[config.mk]
export PLATFORM = sky130hd
export DESIGN_NAME = sbox_share_arbiter_flat
export DESIGN_NICKNAME = d
export VERILOG_FILES = /design/src/rtl/sbox_share_arbiter_if.sv /design/src/rtl/sbox_share_arbiter.sv /design/src/flat_wrapper.sv
export SDC_FILE = /design/constraint.sdc
export NUM_CORES = 2
export LEC_CHECK = 0
export BUFFER_PORTS_ARGS = -buffer_cell sky130_fd_sc_hd__buf_2
export CAP_MARGIN = 10
export CORE_ASPECT_RATIO = 1.4
export CORE_UTILIZATION = 45
export DETAILED_ROUTE_END_ITERATION = 6
export HOLD_SLACK_MARGIN = 0.05
export PLACE_DENSITY_LB_ADDON = 0.3
export SYNTH_ARGS = -nofsm -noshare
export SYNTH_HDL_FRONTEND = slang
export SYNTH_SLANG_ARGS = --single-unit
[constraint.sdc]
create_clock -name clk -period 23.1 [get_ports clk]
set_clock_uncertainty 0.2 [all_clocks]
set_input_delay 0 -clock clk [delete_from_list [all_inputs] [get_ports clk]]
set_output_delay 0 -clock clk [all_outputs]
set_load 0.005 [all_outputs]
[src/rtl/sbox_share_arbiter_if.sv]
// Request/response bundle for the shared S-box column.
// master = requesters (round datapath + key expansion), slave = arbiter.
interface sbox_share_arbiter_if;
  logic         st_req_valid;
  logic         st_req_ready;
  logic [127:0] st_req_data;
  logic         st_rsp_valid;
  logic [127:0] st_rsp_data;
  logic         ky_req_valid;
  logic         ky_req_ready;
  logic [31:0]  ky_req_data;
  logic         ky_rsp_valid;
  logic [31:0]  ky_rsp_data;
  logic         busy;

  modport master (
    output st_req_valid, st_req_data,
    output ky_req_valid, ky_req_data,
    input  st_req_ready, st_rsp_valid, st_rsp_data,
    input  ky_req_ready, ky_rsp_valid, ky_rsp_data,
    input  busy
  );

  modport slave (
    input  st_req_valid, st_req_data,
    input  ky_req_valid, ky_req_data,
    output st_req_ready, st_rsp_valid, st_rsp_data,
    output ky_req_ready, ky_rsp_valid, ky_rsp_data,
    output busy
  );
endinterface

[src/rtl/sbox_share_arbiter.sv]
// One 4-byte S-box column shared by a 4-beat SubBytes job and SubWord.
// Optional SBOX_SHARE_PERF_EN adds stall_cnt (key-stolen beat slots).
module sbox_share_arbiter #(
  parameter int KEY_PRIORITY = 1
) (
  input  logic clk,
  input  logic rst,
  sbox_share_arbiter_if.slave bus
`ifdef SBOX_SHARE_PERF_EN
  ,
  output logic [15:0] stall_cnt
`endif
);

  typedef enum logic {S_IDLE, S_BEAT} state_t;

  function automatic logic [7:0] xt(input logic [7:0] a);
    return {a[6:0], 1'b0} ^ (a[7] ? 8'h1b : 8'h00);
  endfunction

  function automatic logic [7:0] gmul(input logic [7:0] a,
                                      input logic [7:0] b);
    logic [7:0] p;
    logic [7:0] t;
    p = 8'h00;
    t = a;
    for (int i = 0; i < 8; i++) begin
      if (b[i]) p = p ^ t;
      t = xt(t);
    end
    return p;
  endfunction

  // inverse as x^254 (0 maps to 0), then the AES affine map
  function automatic logic [7:0] sbox(input logic [7:0] x);
    logic [7:0] t;
    logic [7:0] r;
    t = x;
    r = 8'h01;
    for (int i = 1; i < 8; i++) begin
      t = gmul(t, t);
      r = gmul(r, t);
    end
    return r ^ {r[6:0], r[7]} ^ {r[5:0], r[7:6]}
             ^ {r[4:0], r[7:5]} ^ {r[3:0], r[7:4]} ^ 8'h63;
  endfunction

  function automatic logic [31:0] sub_col(input logic [31:0] w);
    return {sbox(w[31:24]), sbox(w[23:16]),
            sbox(w[15:8]),  sbox(w[7:0])};
  endfunction

  state_t             r_state;
  logic [1:0]         r_cnt;
  logic               r_ptr_key;
  logic [3:0][31:0]   r_in;
  logic [2:0][31:0]   r_out;
  logic               r_st_rsp_valid;
  logic [127:0]       r_st_rsp_data;
  logic               r_ky_rsp_valid;
  logic [31:0]        r_ky_rsp_data;

  logic        w_idle;
  logic        w_st_ready;
  logic        w_ky_ready;
  logic        w_ky_grant;
  logic        w_st_grant;
  logic        w_st_acc;
  logic [31:0] w_col_in;
  logic [31:0] w_col_out;

  assign w_idle     = (r_state == S_IDLE);
  assign w_st_ready = ~rst & w_idle;
  // key readiness never looks at st_req_valid: the state side always
  // wants the slot while in BEAT
  assign w_ky_ready = ~rst & (w_idle | (KEY_PRIORITY != 0) | r_ptr_key);
  assign w_ky_grant = bus.ky_req_valid & w_ky_ready;
  assign w_st_grant = ~w_idle & ~w_ky_grant;
  assign w_st_acc   = bus.st_req_valid & w_st_ready;

  assign w_col_in  = w_ky_grant ? bus.ky_req_data : r_in[r_cnt];
  assign w_col_out = sub_col(w_col_in);

  always_ff @(posedge clk or posedge rst) begin
    if (rst) begin
      r_state        <= S_IDLE;
      r_cnt          <= 2'd0;
      r_ptr_key      <= 1'b0;
      r_in           <= '0;
      r_out          <= '0;
      r_st_rsp_valid <= 1'b0;
      r_st_rsp_data  <= '0;
      r_ky_rsp_valid <= 1'b0;
      r_ky_rsp_data  <= '0;
    end else begin
      r_st_rsp_valid <= 1'b0;
      r_ky_rsp_valid <= w_ky_grant;
      if (w_ky_grant) r_ky_rsp_data <= w_col_out;
      unique case (r_state)
        S_IDLE: begin
          if (w_st_acc) begin
            r_in    <= bus.st_req_data;
            r_cnt   <= 2'd0;
            r_state <= S_BEAT;
          end
        end
        S_BEAT: begin
          if (w_st_grant) begin
            r_cnt <= r_cnt + 2'd1;
            unique case (r_cnt)
              2'd0: r_out[0] <= w_col_out;
              2'd1: r_out[1] <= w_col_out;
              2'd2: r_out[2] <= w_col_out;
              2'd3: begin
                r_st_rsp_data  <= {w_col_out, r_out};
                r_st_rsp_valid <= 1'b1;
                r_state        <= S_IDLE;
              end
            endcase
          end
        end
      endcase
      // every slot with a waiting key is contended; winner was r_ptr_key
      if (KEY_PRIORITY == 0 && !w_idle && bus.ky_req_valid)
        r_ptr_key <= ~r_ptr_key;
    end
  end

  assign bus.st_req_ready = w_st_ready;
  assign bus.ky_req_ready = w_ky_ready;
  assign bus.st_rsp_valid = r_st_rsp_valid;
  assign bus.st_rsp_data  = r_st_rsp_data;
  assign bus.ky_rsp_valid = r_ky_rsp_valid;
  assign bus.ky_rsp_data  = r_ky_rsp_data;
  assign bus.busy         = ~w_idle;

`ifdef SBOX_SHARE_PERF_EN
  logic [15:0] r_stall_cnt;

  always_ff @(posedge clk or posedge rst) begin
    if (rst)
      r_stall_cnt <= 16'd0;
    else if (!w_idle && w_ky_grant && r_stall_cnt != 16'hFFFF)
      r_stall_cnt <= r_stall_cnt + 16'd1;
  end

  assign stall_cnt = r_stall_cnt;
`endif

endmodule

[src/flat_wrapper.sv]
// flat-port wrapper written by rule: the top's interface ports become plain ports
module sbox_share_arbiter_flat 
#(
  parameter int KEY_PRIORITY = 1
)
  (clk, rst, bus_st_req_valid, bus_st_req_data, bus_ky_req_valid, bus_ky_req_data, bus_st_req_ready, bus_st_rsp_valid, bus_st_rsp_data, bus_ky_req_ready, bus_ky_rsp_valid, bus_ky_rsp_data, bus_busy);
  sbox_share_arbiter_if bus_i ();
  input  logic clk;
  input  logic rst;
  input wire logic [$bits(bus_i.st_req_valid)-1:0] bus_st_req_valid;
  input wire logic [$bits(bus_i.st_req_data)-1:0] bus_st_req_data;
  input wire logic [$bits(bus_i.ky_req_valid)-1:0] bus_ky_req_valid;
  input wire logic [$bits(bus_i.ky_req_data)-1:0] bus_ky_req_data;
  output wire logic [$bits(bus_i.st_req_ready)-1:0] bus_st_req_ready;
  output wire logic [$bits(bus_i.st_rsp_valid)-1:0] bus_st_rsp_valid;
  output wire logic [$bits(bus_i.st_rsp_data)-1:0] bus_st_rsp_data;
  output wire logic [$bits(bus_i.ky_req_ready)-1:0] bus_ky_req_ready;
  output wire logic [$bits(bus_i.ky_rsp_valid)-1:0] bus_ky_rsp_valid;
  output wire logic [$bits(bus_i.ky_rsp_data)-1:0] bus_ky_rsp_data;
  output wire logic [$bits(bus_i.busy)-1:0] bus_busy;
  assign bus_i.st_req_valid = bus_st_req_valid;
  assign bus_i.st_req_data = bus_st_req_data;
  assign bus_i.ky_req_valid = bus_ky_req_valid;
  assign bus_i.ky_req_data = bus_ky_req_data;
  assign bus_st_req_ready = bus_i.st_req_ready;
  assign bus_st_rsp_valid = bus_i.st_rsp_valid;
  assign bus_st_rsp_data = bus_i.st_rsp_data;
  assign bus_ky_req_ready = bus_i.ky_req_ready;
  assign bus_ky_rsp_valid = bus_i.ky_rsp_valid;
  assign bus_ky_rsp_data = bus_i.ky_rsp_data;
  assign bus_busy = bus_i.busy;
  sbox_share_arbiter #(.KEY_PRIORITY(KEY_PRIORITY)) u_core (.clk(clk), .rst(rst), .bus(bus_i));
endmodule
# After elaboration in Yosys (flattened, before gate mapping)
# Cells that the tools add are included.
[word_totals]
reg_bits = 389
latchBits = 0
mem_bits_rw = 0
rom_bits = 0
inputBits = 164
out_inout_bits = 165
mem_count = 0
[op_classes]
add_sub_neg = 1
mul = 0
n_div = 0
n_lt_le_gt_ge = 1
n_eq_ne = 5
shifts = 0
mux = 825
bitwise_logic = 783
reduce_logical = 7
[op_table]
columns = ["cell", "n"]
rows = [
  ["8-bit XOR", 744],
  ["8-bit 2-to-1 mux", 420],
  ["5-bit 2-to-1 mux", 368],
  ["32-bit binary-select mux with 2-bit select", 1],
  ["32-bit 2-to-1 mux", 2],
  ["7-bit 2-to-1 mux", 4],
  ["1-bit NOT (first input constant)", 28],
  ["6-bit 2-to-1 mux", 4],
  ["4-bit 2-to-1 mux", 4],
  ["4-bit NOT", 4],
  ["2-bit 2-to-1 mux", 6],
  ["3-bit 2-to-1 mux", 4],
  ["3-bit AND reduction", 4],
  ["1-bit 2-to-1 mux", 10],
  ["1-bit bitwise AND", 4],
  ["2-bit == test (second input constant)", 2],
  ["2-bit != test (second input constant)", 2],
  ["2-bit one-hot mux with 2 select lines", 1],
  ["2-bit AND reduction", 2],
  ["2-bit by 3-bit < comparator with 1-bit output (second input constant)", 1],
  ["1-bit NOT", 3],
  ["2-bit by 1-bit adder with 2-bit output (second input constant)", 1],
  ["2-bit by 1-bit == test with 1-bit output (second input constant)", 1],
  ["2-bit logical NOT", 1],
  ["1-bit one-hot mux with 2 select lines", 1],
]

# Logic depth before layout (Yosys ltp)
[logic_depth]
word_depth = 135
depth_mapped = 81

# Least setup slack after synthesis
# No wires, ideal clock.
[synth_timing]
path_type = "register -> register"
from = "register u_core.r_cnt[1]"
to = "register u_core.r_out[30] in the netlist's numbering"
t_arrival_ns = 16.715
required_ns = 22.768
path_slack_ns = 6.053
path_stages_with_launch = 69
n_path_buf = 11
synth_period_minus_slack_ns = 17.047
path_cell_list = "dfrtp_1 -> mux4_2 -> mux2i_2 -> inv_2 -> ha_1 -> clkbuf_1 -> inv_1 -> or3_1 -> and2_1 -> clkbuf_1 -> xnor2_1 -> inv_2 -> buf_1 -> ha_1 -> buf_1 -> xnor3_1 -> mux2i_1 -> nor2_1 -> [... 33 more ...] -> o21ai_0 -> a21o_1 -> a31o_2 -> a221o_1 -> and3_1 -> o21ai_1 -> clkbuf_1 -> a21oi_1 -> xnor2_1 -> xor2_1 -> xnor2_1 -> nor2_1 -> xnor3_1 -> xor3_2 -> xor2_2 -> xnor3_1 -> xor2_1 -> o21ai_1"
[synth_between]
elab_chain_len = 132
word_cells_on_any_way = 395
cone_classes = "mux (206); bitwise (187); reduce/logical (2)"
[synth_rtl]
columns = ["element", "line_no", "rtl"]
rows = [
  ["start: declaration", "sbox_share_arbiter.sv:54", "logic [1:0] r_cnt;"],
  ["start signal: assignment", "sbox_share_arbiter.sv:109", "r_cnt <= r_cnt + 2'd1;"],
  ["32-bit binary-select mux with 2-bit select", "sbox_share_arbiter.sv:81", "assign w_col_in = w_ky_grant ? bus.ky_req_data : r_in[r_cnt];"],
  ["32-bit 2-to-1 mux (not written as such)", "sbox_share_arbiter.sv:81", ""],
  ["32-bit 2-to-1 mux", "sbox_share_arbiter.sv:81", ""],
  ["5-bit 2-to-1 mux", "sbox_share_arbiter.sv:18", "return {a[6:0], 1'b0} ^ (a[7] ? 8'h1b : 8'h00);"],
  ["8-bit XOR", "sbox_share_arbiter.sv:18", ""],
  ["8-bit XOR", "sbox_share_arbiter.sv:28", "if (b[i]) p = p ^ t;"],
  ["8-bit 2-to-1 mux", "sbox_share_arbiter.sv:28", ""],
  ["8-bit XOR", "sbox_share_arbiter.sv:28", ""],
  ["[... 114 more ...]", "-", ""],
  ["8-bit 2-to-1 mux", "sbox_share_arbiter.sv:28", ""],
  ["8-bit XOR", "sbox_share_arbiter.sv:28", ""],
  ["8-bit 2-to-1 mux", "sbox_share_arbiter.sv:28", ""],
  ["8-bit XOR", "sbox_share_arbiter.sv:28", ""],
  ["8-bit 2-to-1 mux", "sbox_share_arbiter.sv:28", ""],
  ["8-bit XOR (2 in a row)", "sbox_share_arbiter.sv:44", "return r ^ {r[6:0], r[7]} ^ {r[5:0], r[7:6]}"],
  ["8-bit XOR (2 in a row)", "sbox_share_arbiter.sv:45", "^ {r[4:0], r[7:5]} ^ {r[3:0], r[7:4]} ^ 8'h63;"],
  ["4-bit NOT (no source line)", "-", ""],
  ["end: declaration", "sbox_share_arbiter.sv:57", "logic [2:0][31:0] r_out;"],
]
# Parallel ways exist; a longest one is shown, timed or not. The select of a mux whose other input is x is not followed.
# A chain may end at the register's enable or synchronous reset.

# Worst setup path in the final report
[layout_timing]
from = "register u_core.r_cnt[0]"
to = "register u_core.r_out[90] in the netlist's numbering"
[layout_between]
elab_chain_len = 131
word_cells_on_any_way = 394
cone_classes = "eq/ne (1); mux (206); bitwise (186); reduce/logical (1)"
[layout_rtl]
columns = ["element", "line_no"]
rows = [
  ["32-bit binary-select mux with 2-bit select", "sbox_share_arbiter.sv:81"],
  ["32-bit 2-to-1 mux (not written as such)", "sbox_share_arbiter.sv:81"],
  ["32-bit 2-to-1 mux", "sbox_share_arbiter.sv:81"],
  ["5-bit 2-to-1 mux, or another cell as far along", "sbox_share_arbiter.sv:18"],
  ["8-bit XOR (on tied branches)", "sbox_share_arbiter.sv:18, sbox_share_arbiter.sv:28"],
  ["8-bit XOR or 8-bit 2-to-1 mux (tied branches)", "sbox_share_arbiter.sv:28"],
  ["8-bit 2-to-1 mux or 8-bit XOR (tied branches)", "sbox_share_arbiter.sv:28"],
  ["8-bit XOR or 8-bit 2-to-1 mux (tied branches)", "sbox_share_arbiter.sv:28"],
  ["[... 113 more ...]", "-"],
  ["8-bit XOR", "sbox_share_arbiter.sv:28"],
  ["8-bit 2-to-1 mux", "sbox_share_arbiter.sv:28"],
  ["8-bit XOR", "sbox_share_arbiter.sv:28"],
  ["8-bit 2-to-1 mux", "sbox_share_arbiter.sv:28"],
  ["8-bit XOR", "sbox_share_arbiter.sv:28"],
  ["8-bit 2-to-1 mux", "sbox_share_arbiter.sv:28"],
  ["8-bit XOR (2 in a row)", "sbox_share_arbiter.sv:44"],
  ["8-bit XOR (2 in a row)", "sbox_share_arbiter.sv:45"],
]
# Parallel ways exist; a longest one is shown, timed or not. The select of a mux whose other input is x is not followed.

==> run_results.csv <==
group,metric,value,unit
run_status,status,"complete, but fails checks",
run_status,violations,"DRC",
detailed_routing,vias_per_cell,5.950,
worst_setup_path,worstSetupEndpointType,"flip-flop",
synthesis,synthTopCellsByArea,"xnor2_1 (20%), dfrtp_1 (13%), xnor3_1 (7.2%)",
synthesis,synth.largest_area_cell,"xnor2_1",
die,io_pins,329,
synthesis,yosysSeqAreaShare,13.07,%
synthesis,synth_area,0.07446,mm²
synthesis,yosysUniqueCellTypes,144,
worst_setup_path,crit_top_cell,"xnor2_1",
detailed_routing,drtPass1Iterations,7,
timing,maxSlewHeadroom,15.37,%
clocking,cts_tree,"done",
global_route,grt_pass1_wl,384300,µm
layout,fin_util,50.32,%
layout,fill_cells,15370,
synthesis,synthesis.nets,9510,
synthesis,synth_top_flop_cell,"dfrtp_1",
timing,finalHoldViolations,0,
timing,final-setup-viol-count,0,
place,dp_hpwl,169500,µm
die,die_area,0.1671,mm²
min_path,hold_class,"flip-flop to flip-flop",
timing,tightest_slew,1265,ps
layout,final_cell_mix,"xnor2_1 (1635), nor2_1 (1175), nand2_1 (1027)",
synthesis,synth_edf_count,0,
die,initial_core_util,45.32,%
layout,area_delta_synth_final,11.02,%
worst_setup_path,critPathMaxStageDelay,840,ps
clocking,cts_buffers,42,
synthesis,synth-seq-cells,389,
detailed_routing,vias,70350,
clocking,cts_resized,0,
clocking,clk_pin_slew,70,ps
place,io_buffers,328,
clocking,cts_sinks,389,
clocking,cts_root_buf,"clkbuf_16",
detailed_routing,routed_wl,240900,µm
synthesis,synthArstFlopShare,100.0,%
worst_setup_path,cp.required,23340,ps
synthesis,avgSynthCellArea,7.994,µm²
synthesis,yosysTopAreaCellShare,19.74,%
die,die_w,345.8,µm
clocking,holdBufCountCts,304,
worst_setup_path,critical_path_class,"flip-flop to flip-flop",
global_route,grt_pass1_vias,68200,
detailed_routing,drc,23,
flow_run,maxCapViolations,0,
synthesis,syn_inst,9314,
clocking,post_cts_buffers,0,
layout,final_common_cell,"xnor2_1",
detailed_routing,ant_nets,0,
worst_setup_path,worst-path-max-fanout,24,
timing,rsz0062_at_grt,"no",
detailed_routing,drtIter0Drc,6476,
die,die_h,483.3,µm
synthesis,ys_warn_count,0,
timing,final_max_slew_viol_count,0,
worst_setup_path,arrival,20990,ps
layout,drive_gt1_share,14.21,%
timing,period_needed,20760,ps
layout,nets,9839,
die,num_rows,176,
global_route,antenna_found_initial,23,
global_route,grt_max_degree,126,
timing,final.period_utilization,89.86,%
global_route,overflow,0,
place,place_congestion,0.9465,
worst_setup_path,cp-start-kind,"flip-flop",
clocking,cts_buffer_depth,3,
worst_setup_path,cp_slowest_cell,"xnor3_1",
clocking,clk_latency,630,ps
timing,fin_tns_setup,0,ps
die,core,0.1643,mm²
timing,max_freq,48.18,MHz
clocking,cts_max_level,2,
detailed_routing,wl_per_cell,20.37,µm
global_route,grt_use_total,27.75,%
## area by class of cell
type / count / area [µm²] / share of cell area, %
clock buffer: 57 / 1167 / 1.412
inverter: 121 / 474.2 / 0.5737
multi-input combinational: 8197 / 61710 / 74.66
timing repair buffer: 892 / 6636 / 8.029
antenna: 13 / 32.53 / 0.03936
clock inverter: 18 / 226.5 / 0.2740
sequential: 389 / 9737 / 11.78
tap: 2136 / 2673 / 3.233
## worst paths after layout
kind                                               from  depth (start not counted)  slack, ps                                     end
setup / recovery            u_core.r_cnt[0]$_DFFE_PP0P_                         63       2340            u_core.r_out[90]$_DFFE_PP0P_
hold / removal             u_core.r_out[60]$_DFFE_PP0P_                          1        270  u_core.bus.st_rsp_data[60]$_DFFE_PP0P_
setup reg to reg            u_core.r_cnt[0]$_DFFE_PP0P_                         63       2340            u_core.r_out[90]$_DFFE_PP0P_
hold reg to reg            u_core.r_out[60]$_DFFE_PP0P_                          1        270  u_core.bus.st_rsp_data[60]$_DFFE_PP0P_
max in group asynchronous                           rst                          6      19720  u_core.bus.st_rsp_data[43]$_DFFE_PP0P_
min in group asynchronous                           rst                          4        690             u_core.r_in[50]$_DFFE_PP0P_
## layer usage
| metal | vias up | part of all wire (%) | global-route usage, % |
|---|---|---|---|
| met5 | - | 0.034 | 0 |
| met2 | 2957 | 48 | 47.12 |
| met3 | 537 | 6.8 | 3.408 |
| li1 | 33010 | - | - |
| met1 | 33840 | 42 | 36.11 |
| met4 | 12 | 3.5 | 9.617 |
## worst max-delay path, delay by kind of cell, from the launching register on
family	cells	cell delay, ps
AOI/OAI and AO/OA	5	930
xor gates and xnor gates	34	11750
adders and majority gates	3	1460
buffers and inverters	8	2240
DFF	1	660
muxes	3	910
and+or+nand+nor	10	2370
## state kept, by name, indices dropped and copies added, names as in the netlist
register and count:
u_core.r_in 128, u_core.r_cnt 2, u_core.bus.st_rsp_valid 1, u_core.r_out 96
u_core.bus.ky_rsp_data 32, u_core.bus.busy 1, u_core.bus.st_rsp_data 128, u_core.bus.ky_rsp_valid 1
## cell usage after synthesis (all sizes together), types with 34 or more instances
cell and instances:
nor3 264, mux2 277, o21ai 540, xnor2 1809
and3 54, nand3 182, a21oi 462, nand2 1034
mux2i 231, nand4 39, o22ai 93, mux4 42
a22oi 57, a31oi 98, xor2 493, nand2b 41
xor3 34, buf 231, dfrtp 389, nor2b 44
xnor3 263, a211oi 93, clkbuf 367, inv 109
or3 54, nor2 1184, o211ai 78, and2 57
a221oi 37
## through the flow
step	hold WS (ps)	std cells	setup WS, ps	instance area [µm²]
after detailed placement	34.97	11430	2557	78180
after CTS	251.1	11810	2470	82620
after global placement	30.87	11430	2816	78180
after global routing	288.4	11820	867.6	82640
after floorplan	-168.4	9314	6053	74460
final	274.6	11820	2343	82660
## kinds of logic (layout without fill, tap and decap cells)
| group | after synthesis | count (layout) | share of synthesized area (%) |
|---|---|---|---|
| fa+ha+maj | 37 | 37 | 0.6050 |
| compound gates | 1903 | 1903 | 16.53 |
| flops | 389 | 389 | 13.07 |
| other cells | 0 | 13 | 0 |
| buf+inv | 728 | 1088 | 4.685 |
| simple gates | 3108 | 3108 | 18.28 |
| mux | 550 | 550 | 8.770 |
| xor+xnor | 2599 | 2599 | 38.05 |
Power is left out: the tool's default activity adds up to more than one toggle a clock period on the data nets, which glitch-free logic cannot reach.
